**src/rtl/ula_pkg.sv**
```systemverilog
// Shared definitions for the nibble ALU and its multi-precision sequencer:
// operation encodings, sequencer FSM states and an index-width helper.
package ula_pkg;

    localparam logic [1:0] ALU_AND = 2'b00;
    localparam logic [1:0] ALU_OR  = 2'b01;
    localparam logic [1:0] ALU_ADD = 2'b10;
    localparam logic [1:0] ALU_XOR = 2'b11;

    typedef enum logic [1:0] {
        IDLE = 2'd0,
        RUN  = 2'd1,
        DONE = 2'd2
    } seq_state_e;

    // Width of a nibble index; never narrower than one bit.
    function automatic int idx_width(input int words);
        return (words > 1) ? $clog2(words) : 1;
    endfunction

endpackage

```
**src/rtl/ula_nib_mux.sv**
```systemverilog
// Selects nibble idx out of a wide word (nibble 0 is the least significant).
module ula_nib_mux #(
    parameter int NIB   = 4,
    parameter int WORDS = 4,
    parameter int IDX_W = 2
) (
    input  logic [NIB*WORDS-1:0] word,
    input  logic [IDX_W-1:0]     idx,
    output logic [NIB-1:0]       nib
);

    always_comb begin
        nib = '0;
        for (int i = 0; i < WORDS; i++) begin
            if (idx == IDX_W'(i)) begin
                nib = word[i*NIB +: NIB];
            end
        end
    end

endmodule

```
**src/rtl/ula_mp_seq.sv**
```systemverilog
// Runs a WORDS*NIB-bit operation through one external NIB-bit ula, one nibble
// per cycle LSB first, chaining carry and assembling the wide result and flags.
module ula_mp_seq
    import ula_pkg::*;
#(
    parameter int NIB   = 4,
    parameter int WORDS = 4
) (
    input  logic                 clk,
    input  logic                 rst_n,
    input  logic                 start,
    input  logic [NIB*WORDS-1:0] a,
    input  logic [NIB*WORDS-1:0] b,
    input  logic                 a_inv,
    input  logic                 b_inv,
    input  logic                 c_in,
    input  logic [1:0]           alu_op,
    output logic                 busy,
    output logic                 done,
    output logic [NIB*WORDS-1:0] result,
    output logic                 N,
    output logic                 C,
    output logic                 V,
    output logic                 Z,
    output logic [NIB-1:0]       ula_a,
    output logic [NIB-1:0]       ula_b,
    output logic                 ula_a_inv,
    output logic                 ula_b_inv,
    output logic                 ula_c_in,
    output logic [1:0]           ula_alu_op,
    input  logic [NIB-1:0]       ula_out,
    input  logic                 ula_n,
    input  logic                 ula_c,
    input  logic                 ula_v,
    input  logic                 ula_z
);

    localparam int W     = NIB * WORDS;
    localparam int IDX_W = idx_width(WORDS);

    seq_state_e       state_q, state_d;
    logic [IDX_W-1:0] idx_q, idx_d;
    logic [W-1:0]     a_q, a_d, b_q, b_d, result_q, result_d;
    logic             a_inv_q, a_inv_d, b_inv_q, b_inv_d;
    logic [1:0]       op_q, op_d;
    logic             carry_q, carry_d, z_acc_q, z_acc_d;
    logic             n_q, n_d, c_q, c_d, v_q, v_d, z_q, z_d;
    logic             done_q, done_d;
    logic             last;
    logic             run;
    logic [NIB-1:0]   a_nib, b_nib;
    logic             ula_n_unused;

    assign ula_n_unused = ula_n;
    assign last = (idx_q == IDX_W'(WORDS - 1));
    assign run  = (state_q == RUN);

    ula_nib_mux #(.NIB(NIB), .WORDS(WORDS), .IDX_W(IDX_W)) u_mux_a (
        .word(a_q), .idx(idx_q), .nib(a_nib)
    );
    ula_nib_mux #(.NIB(NIB), .WORDS(WORDS), .IDX_W(IDX_W)) u_mux_b (
        .word(b_q), .idx(idx_q), .nib(b_nib)
    );

    always_comb begin
        state_d  = state_q;
        idx_d    = idx_q;
        a_d      = a_q;
        b_d      = b_q;
        a_inv_d  = a_inv_q;
        b_inv_d  = b_inv_q;
        op_d     = op_q;
        carry_d  = carry_q;
        z_acc_d  = z_acc_q;
        result_d = result_q;
        n_d      = n_q;
        c_d      = c_q;
        v_d      = v_q;
        z_d      = z_q;
        // The done pulse trails the DONE state by one cycle so the wide
        // result and flags are already settled when it is seen.
        done_d   = (state_q == DONE);
        unique case (state_q)
            IDLE: begin
                if (start) begin
                    a_d     = a;
                    b_d     = b;
                    a_inv_d = a_inv;
                    b_inv_d = b_inv;
                    op_d    = alu_op;
                    carry_d = c_in;
                    idx_d   = '0;
                    state_d = RUN;
                end
            end
            RUN: begin
                for (int i = 0; i < WORDS; i++) begin
                    if (idx_q == IDX_W'(i)) begin
                        result_d[i*NIB +: NIB] = ula_out;
                    end
                end
                carry_d = ula_c;
                z_acc_d = (idx_q == '0) ? ula_z : (z_acc_q & ula_z);
                if (last) begin
                    c_d     = ula_c;
                    v_d     = ula_v;
                    z_d     = z_acc_d;
                    n_d     = ula_out[NIB-1];
                    state_d = DONE;
                end else begin
                    idx_d = idx_q + IDX_W'(1);
                end
            end
            DONE: begin
                state_d = IDLE;
            end
            default: begin
                state_d = IDLE;
            end
        endcase
    end

    always_ff @(posedge clk or negedge rst_n) begin
        if (!rst_n) begin
            state_q  <= IDLE;
            idx_q    <= '0;
            a_q      <= '0;
            b_q      <= '0;
            a_inv_q  <= 1'b0;
            b_inv_q  <= 1'b0;
            op_q     <= '0;
            carry_q  <= 1'b0;
            z_acc_q  <= 1'b0;
            result_q <= '0;
            n_q      <= 1'b0;
            c_q      <= 1'b0;
            v_q      <= 1'b0;
            z_q      <= 1'b0;
            done_q   <= 1'b0;
        end else begin
            state_q  <= state_d;
            idx_q    <= idx_d;
            a_q      <= a_d;
            b_q      <= b_d;
            a_inv_q  <= a_inv_d;
            b_inv_q  <= b_inv_d;
            op_q     <= op_d;
            carry_q  <= carry_d;
            z_acc_q  <= z_acc_d;
            result_q <= result_d;
            n_q      <= n_d;
            c_q      <= c_d;
            v_q      <= v_d;
            z_q      <= z_d;
            done_q   <= done_d;
        end
    end

    assign busy   = (state_q != IDLE);
    assign done   = done_q;
    assign result = result_q;
    assign N      = n_q;
    assign C      = c_q;
    assign V      = v_q;
    assign Z      = z_q;

    // The ula sees nothing but zeros unless a nibble is actually in flight.
    assign ula_a      = run ? a_nib   : '0;
    assign ula_b      = run ? b_nib   : '0;
    assign ula_a_inv  = run & a_inv_q;
    assign ula_b_inv  = run & b_inv_q;
    assign ula_c_in   = run & carry_q;
    assign ula_alu_op = run ? op_q    : 2'b00;

endmodule
```
**config.mk**
```make
export PLATFORM = sky130hd
export DESIGN_NAME = ula_mp_seq
export DESIGN_NICKNAME = d
export VERILOG_FILES = /design/src/rtl/ula_pkg.sv /design/src/rtl/ula_nib_mux.sv /design/src/rtl/ula_mp_seq.sv
export SDC_FILE = /design/constraint.sdc
export NUM_CORES = 1
export LEC_CHECK = 0
export BUFFER_PORTS_ARGS = -buffer_cell sky130_fd_sc_hd__buf_2
export CAP_MARGIN = 10
export CORE_MARGIN = 1.5
export CORE_UTILIZATION = 40
export DETAILED_ROUTE_END_ITERATION = 12
export PLACE_DENSITY = 0.62
export SYNTH_ARGS = -nofsm -noshare
export SYNTH_HDL_FRONTEND = slang
export SYNTH_HIERARCHICAL = 1
export SYNTH_SLANG_ARGS = --single-unit
```
**constraint.sdc**
```tcl
create_clock -name clk -period 4.5 [get_ports clk]
set_clock_uncertainty 0.1 [all_clocks]
set_input_delay 0.45 -clock clk [delete_from_list [all_inputs] [get_ports clk]]
set_output_delay 0.45 -clock clk [all_outputs]
set_load 0.05 [all_outputs]
```
==> metrics.log <==
[metrics] outcome: finished, final reports clean
[metrics] worst-case reg-to-reg path depth: 3
[metrics] worst path required time: approximately 4.0 ns
[metrics] net count after synthesis: 230
[metrics] routed via count: 1779
[metrics] share of post-route cells with drive strength above 1: 50.6%
[metrics] number of antenna-violating nets in the routed design: 0
[metrics] clock transition time at the flip-flop clock pins of the worst setup and hold paths: 0.07 ns
[metrics] overall global routing resource usage: between 10% and 20%
[metrics] GRT met2 Usage: around 26%
[metrics] Remaining Overflow, GRT: 0
[metrics] number of sinks driven by the clock tree: 62
[metrics] GPL Wtd Cong: 0.683
[metrics] buffers added on ports: slightly above 80
[metrics] average instance area after synthesis: 15.6 um^2
[metrics] synthesized instance count: 178
[metrics] Post-CTS Resized: 0
[metrics] endpoint of the lowest-slack register-to-register path: b_q[8]
[metrics] critical path capture point: ula_b[2]
[metrics] CTS tree: built
[metrics] DRC errors left: 0
[metrics] period utilization: 62.7%
[metrics] number of distinct library cells after synthesis: 28
[metrics] half-perimeter wire length of the detailed placement result: ~3600 um
[metrics] crit start category: register
[metrics] CTS hold repair buffers: 0
[metrics] vias in the first global route: 1787
[metrics] number of antenna violations at the first check in global routing: 0
[metrics] cell-by-cell trace of the critical path: nor2b_1 > and2_1 > buf_2
[metrics] met1 routing resource usage after global routing: ~17%
[metrics] RSZ-0062 raised after global routing: false
[metrics] number of failing setup endpoints in the final timing report: 0
[metrics] worst setup path startpoint: state_q[0]
[metrics] wire length per cell: approximately 15 um
[metrics] Skew-Pair Late Insertion Delay: roughly 0.34 ns
[metrics] slew margin rel.: 40.4%
[metrics] Max Root-Sink Buffers: 2
[metrics] height of the die: 86.2 um
[metrics] type of the most critical hold path: primary input to asynchronous set/reset pin
[metrics] transition time at the pin with the least slew margin: 0.893 ns
[metrics] Setup TNS Final: 0 ns
[metrics] final worst path period need: 2.82 ns
[metrics] Max Cap Violations: 0
[metrics] nature of the critical path endpoint: output pin
[metrics] number of detailed-routing iterations run before antenna repair: 2
[metrics] class of the most critical setup path: register to output pin
[metrics] FP Rows: 30
[metrics] flops & latches, synth: a little over 60
[metrics] Iter 0 DRT Violations: 49
[metrics] YS warnings: 6
[metrics] netlist area before placement: 2770 um^2
[metrics] biggest cell delay along the critical path: 0.78 ns
[metrics] global-route wire length before repair: around 8500 um
[metrics] starting utilization of the core area: between 40 and 50%
[metrics] maximum number of pins on one net before global-route repair: 63
[metrics] DRT Wirelength: 5260 um
[metrics] ratio of routed vias to standard cells: 5.10
[metrics] antenna diode count: 0
[metrics] met3 Usage GRT: 7.14%
[metrics] total core area: 6760 um^2
[metrics] Final nets: about 320
[metrics] crit-path max FO: 16
[metrics] slowest cell on the critical path: sky130_fd_sc_hd__nor2b_1
[metrics] die area: 7430 um^2
[metrics] Num CTS Buffers: 9
[metrics] synthesis-to-layout area growth: 24.6%
[metrics] final-report hold violation count: 0
[metrics] buffer cell driving the clock tree root: sky130_fd_sc_hd__clkbuf_8
[metrics] Pins Over Slew Limit: 0
[metrics] R2R Setup Slk: around 2.3 ns
[metrics] data arrival time of the critical path: 2.27 ns
[metrics] Seq/Total Area, Yosys: between 50 and 60%
[metrics] maximum clock frequency: 355 MHz
[metrics] maximum level of the CTS H-tree: 3
[metrics] routing layer with the top usage in global route: met2
[metrics] Die X: 86.2 um
[metrics] I/O pins: between 80 and 90
[metrics] buffers inserted by post-CTS timing repair: 0
[metrics] startpoint of the worst register-to-register path: state_q[0]
how the worst min path moves through the flow:
stage             end    from
6_report            C   rst_n
5_1_grt        a_q[7]    a[7]
4_1_cts             C   rst_n
3_5_place_dp   a_q[1]  a_q[1]
3_3_place_gp   a_q[4]  a_q[4]
2_1_floorplan       C   rst_n
per-stage QoR:
step	std cells	hold WS (ns)	setup slack (ns)	utilization, %	instance area [um^2]
after global placement	333	0.358	1.99	47.9	3230
after CTS	349	0.200	1.58	51.1	3450
after global routing	349	0.218	1.39	51.1	3450
final	349	0.180	1.68	51.1	3450
after detailed placement	333	0.369	1.96	47.9	3230
after floorplan	178	0.0544	2.47	-	2770
cells in the mapped netlist:
library cell	n	area share [%]
sky130_fd_sc_hd__nor2b_1	2	0.45
sky130_fd_sc_hd__buf_4	2	0.54
sky130_fd_sc_hd__ha_1	4	1.8
sky130_fd_sc_hd__o311ai_1	1	0.32
sky130_fd_sc_hd__nor2_1	1	0.14
sky130_fd_sc_hd__and3_1	2	0.45
sky130_fd_sc_hd__nand3b_1	4	1.1
sky130_fd_sc_hd__a211o_1	2	0.63
sky130_fd_sc_hd__o21bai_1	2	0.54
sky130_fd_sc_hd__or4bb_1	1	0.41
sky130_fd_sc_hd__nor3b_2	1	0.45
sky130_fd_sc_hd__inv_1	6	0.81
sky130_fd_sc_hd__nand2b_1	1	0.23
sky130_fd_sc_hd__nand3b_2	1	0.41
sky130_fd_sc_hd__mux2_2	36	15
sky130_fd_sc_hd__a2bb2oi_1	1	0.32
sky130_fd_sc_hd__and2_1	12	2.7
sky130_fd_sc_hd__mux2i_1	1	0.36
sky130_fd_sc_hd__clkbuf_2	1	0.18
sky130_fd_sc_hd__dfrtp_1	62	56
sky130_fd_sc_hd__o21ai_0	1	0.18
sky130_fd_sc_hd__mux2_1	18	7.3
sky130_fd_sc_hd__clkbuf_1	2	0.27
sky130_fd_sc_hd__nor4bb_1	1	0.36
sky130_fd_sc_hd__mux4_1	8	7.6
sky130_fd_sc_hd__nor4b_1	1	0.32
sky130_fd_sc_hd__or2_2	1	0.23
sky130_fd_sc_hd__buf_6	3	1.2
metal layers:
layer / up-vias / routed length [um]
li1: 825 / -
met1: 896 / 2150
met2: 51 / 2640
met3: 7 / 385
met4: 0 / 79
met5: - / 0
state kept, by name (all words and copies together) (netlist names), 2 cells and up:
| name | cells |
|---|---|
| idx_q | 2 |
| b_q | 16 |
| a_q | 16 |
| state_q | 2 |
| op_q | 2 |
| result | 16 |
final cells by class:
type | count | area (um^2)
Fill cell | 602 | 3310
Sequential cell | 62 | 1550
Multi-Input combinational cell | 102 | 1140
Timing Repair Buffer | 83 | 420
Clock buffer | 12 | 145
Tap cell | 80 | 100
Clock inverter | 4 | 70.1
Inverter | 6 | 22.5
worst max-delay path, delay by kind of cell (launching register included):
| kind | cells | cell delay, ns |
|---|---|---|
| buffers and inverters | 1 | 0.26 |
| flip-flops | 1 | 0.65 |
| AND/OR/NAND/NOR | 2 | 1.02 |
kinds of logic (layout without fill, tap and decap cells):
family	count (synthesis)	count (layout)	synth area share, %
adder cells (fa/ha/maj)	4	4	1.81
AND/OR/NAND/NOR	28	28	7.23
AO/OA/AOI/OAI	7	7	1.99
flip-flops	62	62	56.0
multiplexers	63	63	29.9
buffers and inverters	14	105	3.03
layout by cell type, fill, tap and decap left out, types with 4 or more instances in the layout:
cell                       synthesis  routed
sky130_fd_sc_hd__and2_1           12      12
sky130_fd_sc_hd__buf_2             0      81
sky130_fd_sc_hd__clkbuf_8          0      10
sky130_fd_sc_hd__dfrtp_1          62      62
sky130_fd_sc_hd__ha_1              4       4
sky130_fd_sc_hd__inv_1             6       6
sky130_fd_sc_hd__mux2_1           18      18
sky130_fd_sc_hd__mux2_2           36      36
sky130_fd_sc_hd__mux4_1            8       8
sky130_fd_sc_hd__nand3b_1          4       4
Power is left out: the tool's default activity adds up to more than one toggle a clock period on the data nets, which glitch-free logic cannot reach.
